[src/rtl/transmisor_top.sv]
// transmisor_top: registered data/K-symbol mux feeding a registered 4-lane round-robin byte striper.
// Optional macro TX_COM_ALIGN_EN: every accepted COM is forced onto lane0 and restarts the lane group.
module transmisor_top #(
    parameter int unsigned LANES = 4,
    parameter int unsigned W     = 8
) (
    input  logic         clk,
    input  logic         rst,
    input  logic         enb,
    input  logic [W-1:0] tx_DataE,
    input  logic [W-1:0] com,
    input  logic [W-1:0] skp,
    input  logic [W-1:0] stp,
    input  logic [W-1:0] sdp,
    input  logic [W-1:0] end_ok,
    input  logic [W-1:0] edb,
    input  logic [W-1:0] fts,
    input  logic [W-1:0] idle,
    input  logic [3:0]   control_dk,
    output logic [W-1:0] tx_lane0,
    output logic [W-1:0] tx_lane1,
    output logic [W-1:0] tx_lane2,
    output logic [W-1:0] tx_lane3
);
    localparam int unsigned PTR_W = $clog2(LANES);

    localparam logic [3:0] CODE_DATA = 4'b0000;
    localparam logic [3:0] CODE_COM  = 4'b0001;
    localparam logic [3:0] CODE_SKP  = 4'b0010;
    localparam logic [3:0] CODE_STP  = 4'b0011;
    localparam logic [3:0] CODE_SDP  = 4'b0100;
    localparam logic [3:0] CODE_END  = 4'b0101;
    localparam logic [3:0] CODE_EDB  = 4'b0110;
    localparam logic [3:0] CODE_FTS  = 4'b0111;
    localparam logic [3:0] CODE_IDLE = 4'b1000;

    logic [W-1:0]     sel_byte_c;
    logic [W-1:0]     tx_mux_out;
    logic             tx_valid;
    logic [PTR_W-1:0] ptr;

    // Symbol decode; unused and undefined codes yield the inactive byte.
    always_comb begin
        sel_byte_c = '0;
        case (control_dk)
            CODE_DATA: sel_byte_c = tx_DataE;
            CODE_COM:  sel_byte_c = com;
            CODE_SKP:  sel_byte_c = skp;
            CODE_STP:  sel_byte_c = stp;
            CODE_SDP:  sel_byte_c = sdp;
            CODE_END:  sel_byte_c = end_ok;
            CODE_EDB:  sel_byte_c = edb;
            CODE_FTS:  sel_byte_c = fts;
            CODE_IDLE: sel_byte_c = idle;
            default:   sel_byte_c = '0;
        endcase
    end

    always_ff @(posedge clk) begin
        if (rst) begin
            tx_mux_out <= '0;
            tx_valid   <= 1'b0;
        end else begin
            tx_mux_out <= sel_byte_c;
            tx_valid   <= enb;
        end
    end

`ifdef TX_COM_ALIGN_EN
    logic is_com_q;

    always_ff @(posedge clk) begin
        if (rst) begin
            is_com_q <= 1'b0;
        end else begin
            is_com_q <= (control_dk == CODE_COM);
        end
    end
`endif

    // Striping: one lane written per accepted byte, everything else holds.
    always_ff @(posedge clk) begin
        if (rst) begin
            ptr      <= '0;
            tx_lane0 <= '0;
            tx_lane1 <= '0;
            tx_lane2 <= '0;
            tx_lane3 <= '0;
        end else if (tx_valid) begin
`ifdef TX_COM_ALIGN_EN
            if (is_com_q) begin
                tx_lane0 <= tx_mux_out;
                ptr      <= PTR_W'(1);
            end else
`endif
            begin
                case (ptr)
                    2'd0:    tx_lane0 <= tx_mux_out;
                    2'd1:    tx_lane1 <= tx_mux_out;
                    2'd2:    tx_lane2 <= tx_mux_out;
                    default: tx_lane3 <= tx_mux_out;
                endcase
                ptr <= ptr + PTR_W'(1);
            end
        end
    end

endmodule

[config.mk]
export PLATFORM = sky130hd
export DESIGN_NAME = transmisor_top
export DESIGN_NICKNAME = d
export VERILOG_FILES = /design/src/rtl/transmisor_top.sv
export SDC_FILE = /design/constraint.sdc
export NUM_CORES = 1
export LEC_CHECK = 0
export CORE_UTILIZATION = 43
export DETAILED_ROUTE_END_ITERATION = 10
export PLACE_DENSITY = 0.92
export SETUP_SLACK_MARGIN = 0.02
export SYNTH_ARGS = -nofsm -noshare
export SYNTH_HDL_FRONTEND = slang
export SYNTH_SLANG_ARGS = --single-unit
[constraint.sdc]
create_clock -name clk -period 3.1 [get_ports clk]
set_input_delay 0.62 -clock clk [delete_from_list [all_inputs] [get_ports clk]]
set_output_delay 0.62 -clock clk [all_outputs]
set_load 0.005 [all_outputs]
==> results.cfg <==
[synth]
syn_inst = 255
yosysTopAreaCell = dfxtp_1
ys_ff_latch = 43
synth_nets = 338
synth_area_leaders = dfxtp_1 40%, a21oi_1 10%, nand3_1 8.1%
synth-async-reset-ratio_pct = 0
ys.flop_type = dfxtp_1
yosysUniqueCellTypes = 38
syn_area_mm2 = 0.00216
ys_seq_area_share_pct = 39.8
synth.avg_cell_area_um2 = 8.47
yosysTopAreaCellShare_pct = 39.8
synth_edf_count = 0
ys_warn_count = 0

[place]
placed_cells = 415
port_buffers = 110
place_area_mm2 = 0.00327
routabilityCongestion = 0.834
hpwlAfterDp_um = 4970

[worst_setup_path]
critPathBufInv = 1
max_stage_delay_ns = 0.87
crit_family = buffers and inverters
crit_required_ns = 3.31
cp_max_fo = 14
worstPathArrival_ns = 2.70
slowest_stage = clkdlybuf4s50_1
worstSetupPathType = primary input to flip-flop
critPathCaptureType = flip-flop
cp-start-kind = primary input
path_cells = clkdlybuf4s50_1, nor2b_1, a22oi_1, o22a_1, a211oi_1

[detailed_routing]
wl_met1_um = 2390
wl_met2_um = 3070
wl_um = 6150
drtIter0Drc = 142
antenna_left = 0
routedWlPerCell_um = 14.5
vias_per_cell = 5.49
route.detailed.drc = 0
vias = 2324
drt_first_pass_iters = 4
route.met3.wl_um = 545
top_layer = met4

[timing]
slew_viol_final = 0
slew_headroom_pct = 41.8
worst_pin_slew_ns = 0.871
hold_viol_final = 0
hold_slack_ns = 0.457
min_period_over_period_pct = 80.5
fmax_mhz = 401
final.min_clock_period_ns = 2.49
final.setup_skew_ns = 0.0111
setup_tns_ns = 0
setup_violations = 0
rsz0062_at_grt = no

[final_layout]
n_fill_cell = 365
multi_input_area_mm2 = 0.00116
fin_nets = 438
final_area_mm2 = 0.00336
regArea_um2 = 861
final_common_cell = clkdlybuf4s50_1
area_delta_synth_final_pct = 55.4
drive_above_1_share_pct = 6.74
final_cell_mix = 110 x clkdlybuf4s50_1, 44 x a21oi_1, 43 x dfxtp_1, 39 x nand2_1, 35 x nand3_1
final_cells = 423
diodes = 0

[min_path]
hp-class = flip-flop to flip-flop

[global_routing]
grtUsageTotal_pct = 24.7
gr-total-overflow = 0
grt_max_degree = 26
grt_pass1_vias = 2287
grt_pass1_wl_um = 10100
antenna_found_initial = 0

[clock_tree]
h-tree-depth = 2
ctsHoldBuffers = 0
clockRootBuffer = clkbuf_8
clk_path_buf_depth = 2
cts_buffers = 5
post_cts_resized = 0
clkTransAtPathRegs_ns = 0.08
tritoncts = yes
cts_setup_buffers = 0
clock_latency_ns = 0.30
clkSinkCount = 43

[floorplan]
die_y_um = 72.9
boundaryPins = 111
rows = 25
core_area_mm2 = 0.00479
initial_utilization_pct = 45.2
die_w_um = 72.9
fp.dieArea_mm2 = 0.00531

[power]
max-vdd-ir-drop_mv = 0.196
p_leak_nw = 1.15
pwr-share-comb_pct = 20.1
power.internal_mw = 0.868
power_density_mw_per_mm2 = 348
power_mw = 1.17
p_clk_share_pct = 29.8
switching_share_pct = 25.7
p_switching_mw = 0.300
p_seq_share_pct = 50.2

[outcome]
status = completed

[flow_run]
cap_violations = 0
## metrics by stage
stage | util, % | setup slack (ns)
6_report | 70.1 | 0.606
3_5_place_dp | 68.3 | 0.318
2_1_floorplan | - | 1.31
3_3_place_gp | 68.3 | 0.458
5_1_grt | 70.1 | 0.340
4_1_cts | 70.1 | 0.629
## power groups by stage
stage | Sequential [mW] | Combinational [mW] | Clock (mW)
floorplan | 0.588 | 0.112 | 0
global placement | 0.598 | 0.228 | 0
detailed placement | 0.598 | 0.233 | 0
CTS | 0.585 | 0.234 | 0.353
global route | 0.587 | 0.253 | 0.374
finish | 0.586 | 0.234 | 0.348
## registers in the layout, indices dropped and copies added, names as in the netlist
name	cells
ptr	2
tx_lane0	8
tx_valid	1
tx_lane2	8
tx_mux_out	8
tx_lane3	8
tx_lane1	8
## final cells by class
cell class              instances  area share (%)
clock buffers                   5            2.05
clock inverters                 3           0.596
inverters                       5           0.559
multi-input cells             184            34.5
flip-flops and latches         43            25.6
well taps                      67            2.50
repair buffers                116            34.1
## synth_stat cells, types with 2 or more instances
| cell type | n |
|---|---|
| clkinv_1 | 2 |
| a31oi_1 | 3 |
| o21ai_0 | 3 |
| a22o_1 | 4 |
| nor2_1 | 2 |
| a211oi_1 | 7 |
| inv_1 | 3 |
| and3_1 | 2 |
| mux4_2 | 4 |
| nand3_1 | 35 |
| a221o_1 | 5 |
| buf_2 | 5 |
| mux2i_1 | 4 |
| clkbuf_1 | 12 |
| a21oi_1 | 44 |
| dfxtp_1 | 43 |
| ha_1 | 4 |
| buf_1 | 2 |
| nor3b_1 | 3 |
| o22a_1 | 3 |
| a22oi_1 | 3 |
| buf_6 | 4 |
| nor2b_1 | 3 |
| mux2_2 | 3 |
| nand2_1 | 39 |
## worst register-to-register path, stage by stage, from the launching register on
cell and delay (ns):
dfxtp_1 0.83, nand2_1 0.37, nand2_1 0.16, a21oi_1 0.07
## logic make-up after synthesis
kind of cell / after synthesis / synth area share [%]
mux: 11 / 7.59
flops: 43 / 39.8
compound gates: 77 / 22.7
buf+inv: 28 / 6.54
xor+xnor: 1 / 0.405
fa+ha+maj: 4 / 2.32
simple gates: 91 / 20.6
## layer usage
| metal | vias up | global-route usage, % |
|---|---|---|
| met5 | - | 0 |
| met4 | 0 | 12.0 |
| met3 | 16 | 6.77 |
| met2 | 140 | 43.7 |
| met1 | 1041 | 27.3 |
| li1 | 1127 | - |
## final timing paths
check / start / to / slack [ns] / cells after the start
setup / recovery: control_dk[0] / tx_mux_out[2]$_SDFF_PP0_ / 0.61 / 5
hold / removal: tx_lane3[5]$_SDFFE_PP0P_ / tx_lane3[5]$_SDFFE_PP0P_ / 0.46 / 2
setup reg to reg: tx_valid$_SDFF_PP0_ / tx_lane1[0]$_SDFFE_PP0P_ / 1.51 / 3
hold reg to reg: tx_lane3[5]$_SDFFE_PP0P_ / tx_lane3[5]$_SDFFE_PP0P_ / 0.46 / 2
Power figures use the tool's default switching activity.
